[config.mk]
export PLATFORM = sky130hd
export DESIGN_NAME = seq_det_param
export DESIGN_NICKNAME = d
export VERILOG_FILES = /design/src/rtl/seq_det_param.sv
export SDC_FILE = /design/constraint.sdc
export NUM_CORES = 1
export LEC_CHECK = 0
export ABC_AREA = 1
export CORE_MARGIN = 8
export CORE_UTILIZATION = 49
export CTS_CLUSTER_DIAMETER = 120
export DETAILED_ROUTE_END_ITERATION = 10
export PLACE_DENSITY_LB_ADDON = 0.15
export SETUP_SLACK_MARGIN = 0.02
export SYNTH_ARGS = -nofsm -noshare
export SYNTH_HDL_FRONTEND = slang
export SYNTH_SLANG_ARGS = --single-unit
[constraint.sdc]
create_clock -name clk -period 1.9 [get_ports clk]
set_input_delay 0.19 -clock clk [delete_from_list [all_inputs] [get_ports clk]]
set_output_delay 0.19 -clock clk [all_outputs]
set_load 0.01 [all_outputs]
[src/rtl/seq_det_param.sv]
// rtl/seq_det_param.sv - parameterised serial pattern detector with overlap control and saturating match counter
module seq_det_param #(
  parameter int          N       = 4,
  parameter int          CNT_W   = 8,
  parameter logic [N-1:0] RST_PAT = 4'b1011
) (
  input  logic             clk,
  input  logic             reset,
  input  logic             din_valid,
  input  logic             din,
  input  logic             overlap,
  input  logic             pat_load,
  input  logic [N-1:0]     pat_in,
  input  logic             clr_cnt,
  output logic             detect,
  output logic             detect_q,
  output logic [CNT_W-1:0] match_cnt,
  output logic             cnt_sat
);

  localparam int FILL_W = (N > 2) ? $clog2(N) : 1;
  localparam logic [FILL_W-1:0] FILL_MAX = FILL_W'(N - 1);
  localparam logic [CNT_W-1:0]  CNT_MAX  = {CNT_W{1'b1}};

  logic [N-1:0]      pat;
  logic [N-2:0]      hist;
  logic [FILL_W-1:0] fill;

  logic [N-1:0]      pat_nxt;
  logic [N-2:0]      hist_nxt;
  logic [FILL_W-1:0] fill_nxt;
  logic [CNT_W-1:0]  cnt_nxt;

  // Window of the last N-1 history bits with the current bit appended (LSB newest).
  logic [N-1:0]      window;
  assign window = {hist, din};

  // Mealy match: only a fully filled window on a non-load beat can match.
  assign detect = din_valid & ~pat_load & (fill == FILL_MAX) & (window == pat);

  assign cnt_sat = (match_cnt == CNT_MAX);

  // Next-state for pattern, history and fill counter.
  always_comb begin
    pat_nxt  = pat;
    hist_nxt = hist;
    fill_nxt = fill;
    if (pat_load) begin
      // A new pattern restarts detection from an empty window; din is dropped.
      pat_nxt  = pat_in;
      hist_nxt = '0;
      fill_nxt = '0;
    end else if (detect && !overlap) begin
      // Non-overlapping mode: the matched bits cannot seed the next match.
      hist_nxt = '0;
      fill_nxt = '0;
    end else if (din_valid) begin
      hist_nxt = window[N-2:0];
      if (fill != FILL_MAX) begin
        fill_nxt = fill + 1'b1;
      end
    end
  end

  // Next-state for the match counter: clear wins over a same-cycle detect.
  always_comb begin
    cnt_nxt = match_cnt;
    if (clr_cnt) begin
      cnt_nxt = '0;
    end else if (detect && (match_cnt != CNT_MAX)) begin
      cnt_nxt = match_cnt + 1'b1;
    end
  end

  // Detector state registers.
  always_ff @(posedge clk or negedge reset) begin
    if (!reset) begin
      pat  <= RST_PAT;
      hist <= '0;
      fill <= '0;
    end else begin
      pat  <= pat_nxt;
      hist <= hist_nxt;
      fill <= fill_nxt;
    end
  end

  // Match counter and registered detect.
  always_ff @(posedge clk or negedge reset) begin
    if (!reset) begin
      match_cnt <= '0;
      detect_q  <= 1'b0;
    end else begin
      match_cnt <= cnt_nxt;
      detect_q  <= detect;
    end
  end

endmodule

==> impl_metrics.yaml, run 1 <==
logic_synthesis:
  ys_ff_latch: 18
  synth-main-ff-cell: "sky130_fd_sc_hd__dfrtp_1"
  synth_warnings: 0
  synthMostInstantiatedCell: "sky130_fd_sc_hd__nand2_1"
  synth_async_sr_flop_share_pct: 100
  synth_enable_flop_cells: 0
  post-synth-top-area-fraction_pct: 37.2
  synth.lib_cells_used.distinct: 21
  syn_area_per_cell_sq_um: 7.95
  post_synth_instance_area_sq_mm: 0.00101
  post_synth_inst_count: 127
  yosysSeqAreaShare_pct: 45.0
  synth.area.top_cells: "sky130_fd_sc_hd__dfrtp_1, sky130_fd_sc_hd__nand2_1, sky130_fd_sc_hd__dfstp_2"
  synth.net_count: 140
  synth_top_area_cell: "sky130_fd_sc_hd__dfrtp_1"
  netlist_top_cells_count: "sky130_fd_sc_hd__nand2_1, sky130_fd_sc_hd__dfrtp_1, sky130_fd_sc_hd__nand3_1"
drt:
  dr_iter_0_viols: 10
  drt-pass1-iter-count: 4
  wl_per_cell_um: 11.4
  average_via_count_per_standard_cell: 4.86
  drt-total-wl_um: 2130
  num_vias: 909
  remaining_drc_errors: 0
  antenna_violating_nets_post_route: 0
timing:
  maxSlewHeadroom_pct: 76.3
  grt_setup_unrepaired: "no"
  post_route_clock_skew_ns: 0.00518
  report.final.hold_viol_count: 0
  timing.final.setup_violations: 0
  finalCriticalPeriod_ns: 1.76
  final-max-slew-violation-count: 0
  max_clock_freq_mhz: 568
  final_min_period_over_clock_period_pct: 92.7
  timing_worst_slew_pin_value_ns: 0.355
global_routing:
  track_usage_pct: 12.9
  global_route_congestion_overflow_total: 0
  antenna_found_initial: 0
  first_global_vias: 901
  grt_pass1_wl_um: 3700
  pin_count_of_the_biggest_net_entering_global_routing: 19
finish:
  layout_cell_share_with_drive_strength_beyond_1_pct: 18.8
  utilization_pct: 69.2
  finish.cell_count_without_fillers: 187
  n_antenna_cell: 0
  post-route-cell-area_sq_mm: 0.00136
  flow.area_growth_from_synthesis_pct: 34.4
  final.fill_count: 165
  nets: 174
setup_path:
  timing.critical_path.arrival_ns: 1.57
  critical_path_buf_inv_count: 2
  type_of_origin_of_the_critical_path: "register"
  critical-path-top-delay-family: "flip-flops"
  sort_of_element_at_the_end_of_the_critical_path: "output pin"
  worst_path_most_repeated_cell: "sky130_fd_sc_hd__nand2_1"
  worst-r2r-setup-slack_ns: 0.40
  cp_slowest_cell: "sky130_fd_sc_hd__dfstp_2"
  cp.required_ns: 1.71
  path_cells: "inv_1 -> nand2_1 -> nand2_1 -> nor2_2 -> and3_4 -> dlygate4sd2_1"
  crit_type: "register to output pin"
  startpoint: "pat[0]"
  cp_slowest_stage_delay_ns: 0.54
  crit-reg2reg-launch: "pat[0]"
  critical_path.max_fanout: 2
floorplan:
  core-area_sq_mm: 0.00196
  initial_core_util_pct: 51.5
  fp-row-count: 16
  total_die_area_sq_mm: 0.00377
  dieHeight_um: 61.4
  io-pin-count: 22
  die_width_um: 61.4
power_and_ir_drop:
  power_per_cell_area_mw_per_mm2: 540
  p_leak_nw: 0.732
  irDropWorstVdd_uv: 459
run:
  cap_violations: 0
worst_hold_path:
  hold_path_class: "input pin to asynchronous set/reset pin"
clock_tree:
  cts_tree: "yes"
  tritoncts.num_buffers: 3
  cts_num_sinks: 18
  clk-insertion-delay-late_ns: 0.29
  cts-hold-fix-buffers: 0
  cts_max_level: 1
  clock_path_buffers: 2
  path_clk_slew_ns: 0.10
  cts_root_buf: "sky130_fd_sc_hd__clkbuf_4"
run_status:
  run_status: "finished, final reports clean"
placed_design:
  place_congestion: 0.804
  place_hpwl_um: 1660
  placed_area_sq_mm: 0.00130
  dp_cells: 181
  port_buffers: 21
[cells in the final DEF (no fill, tap or decap)]
cell	synthesis	routed
sky130_fd_sc_hd__inv_1	10	10
sky130_fd_sc_hd__clkdlybuf4s50_1	0	19
sky130_fd_sc_hd__dfstp_2	3	3
sky130_fd_sc_hd__dlygate4sd2_1	0	2
sky130_fd_sc_hd__nand3_1	15	15
sky130_fd_sc_hd__nand3b_1	1	1
sky130_fd_sc_hd__nand3_2	1	1
sky130_fd_sc_hd__clkbuf_4	0	3
sky130_fd_sc_hd__ha_4	0	1
sky130_fd_sc_hd__dfrtp_1	15	14
sky130_fd_sc_hd__nor2_2	1	2
sky130_fd_sc_hd__buf_4	0	9
sky130_fd_sc_hd__ha_1	2	1
sky130_fd_sc_hd__nor3b_4	1	1
sky130_fd_sc_hd__inv_2	3	3
sky130_fd_sc_hd__xnor2_1	1	1
sky130_fd_sc_hd__nor2_1	11	10
sky130_fd_sc_hd__dfrtp_2	0	1
sky130_fd_sc_hd__nand2_2	1	1
sky130_fd_sc_hd__nor3_1	1	1
sky130_fd_sc_hd__xor2_1	5	5
sky130_fd_sc_hd__and3_4	1	1
sky130_fd_sc_hd__o21ai_0	5	5
sky130_fd_sc_hd__clkbuf_1	1	1
sky130_fd_sc_hd__nand2_1	43	43
sky130_fd_sc_hd__nand2_4	4	4
sky130_fd_sc_hd__nand4_1	2	2
[where the power goes]
part	total, mW	internal [mW]	switching, mW
clock	0.194	0.0816	0.113
combinational	0.118	0.0566	0.0610
sequential	0.421	0.407	0.0135
total	0.733	0.546	0.187
[worst reg2reg max path, cell delays in order, from the launching register on]
cell and delay (ns):
sky130_fd_sc_hd__dfstp_2 0.54, sky130_fd_sc_hd__inv_1 0.05, sky130_fd_sc_hd__nand2_1 0.05, sky130_fd_sc_hd__nand2_1 0.06, sky130_fd_sc_hd__nor2_2 0.13, sky130_fd_sc_hd__and3_4 0.19, sky130_fd_sc_hd__buf_4 0.11, sky130_fd_sc_hd__nand2_4 0.09
sky130_fd_sc_hd__nand2_4 0.11, sky130_fd_sc_hd__nand2_1 0.06, sky130_fd_sc_hd__nand2_1 0.06
[sequential cells by signal, summed over array words and instances (netlist names)]
signal     count
detect_q       1
match_cnt      8
fill           2
pat            4
hist           3
[final cells by class]
type	count	area, sq um	share of cell area, %
Clock buffer	4	26.3	1.94
Inverter	13	48.8	3.59
Timing Repair Buffer	30	275	20.3
Tap cell	27	33.8	2.49
Sequential cell	18	455	33.5
Multi-Input combinational cell	95	518	38.2
[per-layer routing]
layer  routed length, um  GRT usage (%)
met1                 885           13.6
met2                1060           23.0
met3                 136           3.76
met4                  40           6.17
met5                   0              0
[logic make-up after synthesis]
family	after synthesis	synth area share, %
AO/OA/AOI/OAI	5	2.48
XOR/XNOR	6	5.20
adder cells (fa/ha/maj)	2	2.48
buffers and inverters	14	5.20
flip-flops	18	45.0
AND/OR/NAND/NOR	82	39.7
[final timing paths]
kind                       cells past startpoint            to
max in group asynchronous                      2        pat[0]
setup reg to reg                              10  match_cnt[0]
setup / recovery                               6        detect
hold reg to reg                                2       fill[1]
min in group clk                               3        pat[1]
hold / removal                                 2  match_cnt[4]
[metrics by stage]
step / setup WS [ns] / hold slack (ns) / power, mW / TNS (ns)
2_1_floorplan: 0.416 / -0.106 / 0.484 / 0
3_3_place_gp: -0.00774 / 0.460 / 0.540 / -0.00774
3_5_place_dp: -0.0205 / 0.471 / 0.544 / -0.0205
4_1_cts: 0.119 / 0.219 / 0.747 / 0
5_1_grt: 0.0300 / 0.235 / 0.778 / 0
6_report: 0.140 / 0.222 / 0.733 / 0
[repair_timing]
action                     CTS  global route
buffers inserted             2             0
resized for setup            5             1
pin swaps                    0             0
gates cloned                 0             0
setup endpoints to repair    2             1
(Power assumes the default switching activity.)
==> run 2, diff against run 1 <==
--- a/config.mk
+++ b/config.mk
@@ -5,7 +5,6 @@
 export SDC_FILE = /design/constraint.sdc
 export NUM_CORES = 1
 export LEC_CHECK = 0
-export ABC_AREA = 1
 export CORE_MARGIN = 8
 export CORE_UTILIZATION = 49
 export CTS_CLUSTER_DIAMETER = 120
==> constraint.sdc (replaced) <==
create_clock -name clk -period 1.66 [get_ports clk]
set_input_delay 0.166 -clock clk [delete_from_list [all_inputs] [get_ports clk]]
set_output_delay 0.166 -clock clk [all_outputs]
set_load 0.01 [all_outputs]
==> impl_metrics.yaml, run 2 <==
run_status:
  run_status: "complete, but fails checks"
  failed_checks: "negative setup slack"
global_routing:
  grt_pass1_wl_um: 5020
  global_route_congestion_overflow_total: 0
  pin_count_of_the_biggest_net_entering_global_routing: 19
  antenna_found_initial: 0
  first_global_vias: 1019
  track_usage_pct: 17.7
finish:
  final.fill_count: 116
  largest_register: "match_cnt"
  layout_cell_share_with_drive_strength_beyond_1_pct: 49.7
  largest_register_ffs: 8
  commonest_non_fill_non_tap_cells_in_the_layout: "sky130_fd_sc_hd__buf_4, sky130_fd_sc_hd__clkdlybuf4s50_1, sky130_fd_sc_hd__dfrtp_1"
  top_regs: "match_cnt: 8 flops, pat: 4 flops, hist: 3 flops"
  multiInputGateArea_sq_um: 704
  finish.cell_count_without_fillers: 170
  layout.cells.most_common: "sky130_fd_sc_hd__buf_4"
  sequential_cell_area_sq_um: 454
  n_antenna_cell: 0
  flow.area_growth_from_synthesis_pct: 63.6
  nets: 157
placed_design:
  port_buffers: 21
  dp_cells: 160
  place_hpwl_um: 1820
  pre_cts_ws_ns: -0.245
  place_congestion: 0.860
drt:
  drt-pass1-iter-count: 4
  dr_iter_0_viols: 34
  drt-total-wl_um: 3560
  average_via_count_per_standard_cell: 5.91
  antenna_violating_nets_post_route: 0
  remaining_drc_errors: 0
  wl_per_cell_um: 20.9
  num_vias: 1004
setup_path:
  cp_slowest_stage_delay_ns: 0.38
  critical_path.max_fanout: 3
  crit_type: "register to register"
  critical_path_buf_inv_count: 1
  path_cells: "ha_2 -> and3b_2 -> buf_6 -> nand4_1 -> nor3_2 -> mux2_4"
  critical-path-top-delay-family: "simple AND/OR/NAND/NOR gates"
  timing.critical_path.arrival_ns: 2.00
  cp_slowest_cell: "sky130_fd_sc_hd__dfrtp_1"
  cp.required_ns: 1.87
  sort_of_element_at_the_end_of_the_critical_path: "register"
  type_of_origin_of_the_critical_path: "register"
run:
  cap_violations: 0
power_and_ir_drop:
  intPower_mw: 0.683
  seqPwrFrac_pct: 50.7
  switching_fraction_pct: 27.6
  p_leak_nw: 0.687
  power_per_cell_area_mw_per_mm2: 567
  comb_power_share_pct: 18.8
  power_frac_clock_pct: 30.5
  net-switching-power_mw: 0.260
  irDropWorstVdd_uv: 633
  p_total_mw: 0.943
clock_tree:
  cts_tree: "yes"
  clk-insertion-delay-late_ns: 0.31
  tritoncts.num_buffers: 3
  path_clk_slew_ns: 0.12
  cts_num_sinks: 18
  cts_max_level: 1
  cts-hold-fix-buffers: 0
  clock_path_buffers: 2
  cts_root_buf: "sky130_fd_sc_hd__clkbuf_4"
timing:
  report.final.hold_viol_count: 0
  final_min_period_over_clock_period_pct: 108
  finalCriticalPeriod_ns: 1.79
  timing.final.setup_violations: 9
  post_route_clock_skew_ns: 0.0136
  setup_ws_ns: -0.128
  setup_tns_ns: -0.685
  holdWs_ns: 0.169
  maxSlewHeadroom_pct: 64.7
  timing_worst_slew_pin_value_ns: 0.528
  grt_setup_unrepaired: "yes"
  final-max-slew-violation-count: 0
  max_clock_freq_mhz: 559
floorplan:
  total_die_area_sq_mm: 0.00379
  dieHeight_um: 61.6
  core-area_sq_mm: 0.00196
  fp-row-count: 16
  initial_core_util_pct: 51.8
  io-pin-count: 22
  die_width_um: 61.6
logic_synthesis:
  synth.net_count: 107
  syn_area_per_cell_sq_um: 10.8
  netlist_top_cells_count: "sky130_fd_sc_hd__dfrtp_1, sky130_fd_sc_hd__nand2b_1, sky130_fd_sc_hd__a21oi_1, sky130_fd_sc_hd__nor2_1"
  synth_top_area_cell: "sky130_fd_sc_hd__dfrtp_1"
  ys_ff_latch: 18
  post_synth_inst_count: 94
  synth_enable_flop_cells: 0
  post_synth_instance_area_sq_mm: 0.00102
  synth-main-ff-cell: "sky130_fd_sc_hd__dfrtp_1"
  yosysSeqAreaShare_pct: 44.6
  synthMostInstantiatedCell: "sky130_fd_sc_hd__dfrtp_1"
  synth.area.top_cells: "sky130_fd_sc_hd__dfrtp_1, sky130_fd_sc_hd__dfstp_2, sky130_fd_sc_hd__mux2_1"
  post-synth-top-area-fraction_pct: 36.9
  synth_warnings: 0
  synth_async_sr_flop_share_pct: 100
  synth.lib_cells_used.distinct: 33
worst_hold_path:
  hold_path_class: "input pin to asynchronous set/reset pin"
## run 2: changes by cell type after synthesis, moves of 5 or more
| cell | delta |
|---|---|
| sky130_fd_sc_hd__nor2_1 | -5 |
| sky130_fd_sc_hd__nor2b_1 | +5 |
| sky130_fd_sc_hd__inv_1 | -10 |
| sky130_fd_sc_hd__nand2_1 | -41 |
| sky130_fd_sc_hd__mux2_1 | +5 |
| sky130_fd_sc_hd__xor2_1 | -5 |
| sky130_fd_sc_hd__a21oi_1 | +6 |
| sky130_fd_sc_hd__nand2b_1 | +7 |
| sky130_fd_sc_hd__nand3_1 | -11 |
## run 2: power by group through the flow
stage / logic (mW) / registers (mW) / clock network [mW]
2_1_floorplan: 0.0667 / 0.478 / 0
3_3_place_gp: 0.126 / 0.480 / 0
3_5_place_dp: 0.130 / 0.481 / 0
4_1_cts: 0.150 / 0.475 / 0.289
5_1_grt: 0.187 / 0.481 / 0.319
6_report: 0.177 / 0.478 / 0.288
## run 2: kinds of logic (layout without fill, tap and decap cells)
group / Yosys count / after routing / share of synthesized area [%]
adders and majority gates: 2 / 2 / 2.46
DFF: 18 / 18 / 44.6
and+or+nand+nor: 39 / 39 / 24.0
muxes: 10 / 10 / 10.9
xor gates and xnor gates: 4 / 4 / 4.18
AOI/OAI and AO/OA: 17 / 17 / 11.4
buffers and inverters: 4 / 53 / 2.34
## run 2: stage by stage
| stage | util, % | area (sq um) |
|---|---|---|
| floorplan | - | 1030 |
| global placement | 71.6 | 1410 |
| detailed placement | 71.6 | 1410 |
| CTS | 80.0 | 1570 |
| global route | 84.8 | 1660 |
| finish | 84.8 | 1660 |
## run 2: cell type report
cell class	instances	share of cell area, %
well taps	27	2.03
multi-input cells	72	42.3
flip-flops and latches	18	27.3
repair buffers	49	26.2
clock buffers	4	2.18
## run 2: timing repair
item,in CTS,in global routing
setup endpoints to repair,13,16
pin swaps,6,8
buffers inserted,4,2
resized for setup,24,19
## run 2: worst paths after layout
| kind | startpoint | end | slack [ns] | depth (start not counted) |
|---|---|---|---|---|
| max in group asynchronous | reset | pat[3] | 1.21 | 2 |
| min in group clk | pat_in[1] | pat[1] | 0.47 | 2 |
| worst max register to register | fill[1] | match_cnt[5] | -0.13 | 6 |
| worst min register to register | fill[1] | fill[1] | 0.58 | 2 |
| worst min-delay path | reset | match_cnt[2] | 0.17 | 2 |
| worst max-delay path | fill[1] | match_cnt[5] | -0.13 | 6 |
## run 2: per-layer routing
metal	share of wire [%]	wire (um)	global-route usage, %	up-vias
met3	4.6	164	3.55	11
met5	0	0	0	-
met4	3.4	121	5.84	0
met2	51	1800	30.4	47
met1	41	1470	21.2	504
li1	-	-	-	442
==> run 3, diff against run 2 <==
--- a/config.mk
+++ b/config.mk
@@ -14,3 +14,4 @@
 export SYNTH_ARGS = -nofsm -noshare
 export SYNTH_HDL_FRONTEND = slang
 export SYNTH_SLANG_ARGS = --single-unit
+export TNS_END_PERCENT = 1
==> impl_metrics.yaml, run 3 (synthesis gave the netlist of run 2 again) <==
setup_path:
  path_cells: "ha_2 -> and3b_2 -> nand2_4 -> buf_12 -> or4b_4 -> a21oi_2"
  crit_type: "register to register"
  crit-reg2reg-launch: "fill[1]"
  worst-r2r-setup-slack_ns: -0.06
  reg2reg_depth: 6
  r2r_end: "match_cnt[1]"
  timing.critical_path.arrival_ns: 1.95
  cp.required_ns: 1.89
  cp_slowest_cell: "sky130_fd_sc_hd__or4b_4"
  cp_slowest_stage_delay_ns: 0.53
  type_of_origin_of_the_critical_path: "register"
  sort_of_element_at_the_end_of_the_critical_path: "register"
  critical_path.max_fanout: 7
  startpoint: "fill[1]"
  crit_path_end: "match_cnt[1]"
drt:
  average_via_count_per_standard_cell: 5.56
  dr_iter_0_viols: 40
  drt-pass1-iter-count: 4
  remaining_drc_errors: 0
  wl_per_cell_um: 16.0
  drt-total-wl_um: 2610
  num_vias: 906
  antenna_violating_nets_post_route: 0
finish:
  finish.cell_count_without_fillers: 163
  commonest_non_fill_non_tap_cells_in_the_layout: "sky130_fd_sc_hd__clkdlybuf4s50_1, sky130_fd_sc_hd__buf_4, sky130_fd_sc_hd__dfrtp_1"
  top_regs: "match_cnt: 8 flops, pat: 4 flops, hist: 3 flops"
  layout_cell_share_with_drive_strength_beyond_1_pct: 39.7
  flow.area_growth_from_synthesis_pct: 51.3
  n_antenna_cell: 0
  largest_register_ffs: 8
  nets: 150
  largest_register: "match_cnt"
timing:
  post_route_clock_skew_ns: 0.00137
  timing_worst_slew_pin_value_ns: 0.478
  timing.final.setup_violations: 7
  final_min_period_over_clock_period_pct: 104
  grt_setup_unrepaired: "yes"
  max_clock_freq_mhz: 581
  maxSlewHeadroom_pct: 68.0
  setup_tns_ns: -0.294
  final-max-slew-violation-count: 0
  finalCriticalPeriod_ns: 1.72
  setup_ws_ns: -0.0625
  report.final.hold_viol_count: 0
floorplan:
  die_width_um: 61.6
  dieHeight_um: 61.6
  initial_core_util_pct: 51.8
  fp-row-count: 16
  core-area_sq_mm: 0.00196
  total_die_area_sq_mm: 0.00379
  io-pin-count: 22
placed_design:
  place_hpwl_um: 1780
  place_congestion: 0.828
  port_buffers: 21
  dp_cells: 157
power_and_ir_drop:
  irDropWorstVdd_uv: 602
  p_leak_nw: 0.636
  power_per_cell_area_mw_per_mm2: 587
worst_hold_path:
  hold_path_class: "input pin to asynchronous set/reset pin"
clock_tree:
  clk-insertion-delay-late_ns: 0.30
  cts_tree: "yes"
  cts_num_sinks: 18
  path_clk_slew_ns: 0.10
  cts-hold-fix-buffers: 0
  cts_root_buf: "sky130_fd_sc_hd__clkbuf_4"
  clock_path_buffers: 2
  cts_max_level: 1
  tritoncts.num_buffers: 3
global_routing:
  antenna_found_initial: 0
  first_global_vias: 947
  track_usage_pct: 14.7
  global_route_congestion_overflow_total: 0
  pin_count_of_the_biggest_net_entering_global_routing: 19
  grt_pass1_wl_um: 4180
run_status:
  failed_checks: "negative setup slack"
  run_status: "complete, but fails checks"
run:
  cap_violations: 0
[run 3: worst max-delay path: cells and delay by family, from the launching register on]
family / cells / cell delay [ns]
compound gates: 1 / 0.13
simple gates: 3 / 0.82
fa+ha+maj: 1 / 0.18
buf+inv: 1 / 0.15
flops: 1 / 0.38
[run 3: worst min-delay path by stage]
stage,from,end,slack (ns),cells after the start
5_1_grt,reset,fill[1],0.20,2
6_report,reset,match_cnt[2],0.18,2
3_5_place_dp,reset,match_cnt[0],0.51,2
3_3_place_gp,reset,match_cnt[6],0.52,2
2_1_floorplan,reset,detect_q,-0.13,0
4_1_cts,reset,match_cnt[7],0.19,2
[run 3: power breakdown]
part           internal (mW)  switching (mW)  total, mW
Sequential             0.460          0.0160      0.476
Clock                  0.134           0.143      0.277
Combinational         0.0814          0.0689      0.150
Total                  0.675           0.228      0.903
[run 3: through the flow]
step	setup WS (ns)	power, mW	hold slack (ns)	instance area [sq um]	utilization [%]
after floorplan	0.0173	0.545	-0.130	1020	-
after global placement	-0.196	0.604	0.518	1390	71.0
after detailed placement	-0.219	0.609	0.514	1390	71.0
after CTS	-0.156	0.894	0.187	1470	74.9
after global routing	-0.162	0.946	0.201	1540	78.4
final	-0.0625	0.903	0.184	1540	78.4
[run 3: cell type report]
class	count	area [sq um]
multi-input cells	72	637
fillers	125	423
flip-flops and latches	18	454
clock buffers	4	36.3
well taps	27	33.8
repair buffers	42	378
[run 3: layer usage]
| layer | vias to the layer above | part of all wire (%) | GRT usage, % | wire length [um] |
|---|---|---|---|---|
| met5 | - | 0 | 0 | 0 |
| met4 | 0 | 2.7 | 6.82 | 70 |
| met3 | 8 | 6.4 | 3.55 | 168 |
| met2 | 34 | 48 | 23.5 | 1260 |
| met1 | 432 | 42 | 18.1 | 1110 |
| li1 | 432 | - | - | - |
[run 3: repair_timing]
| item | in CTS | in global routing |
|---|---|---|
| gates resized for setup | 9 | 17 |
| buffers inserted | 1 | 1 |
| setup endpoints to repair | 9 | 14 |
| pin swaps | 3 | 4 |
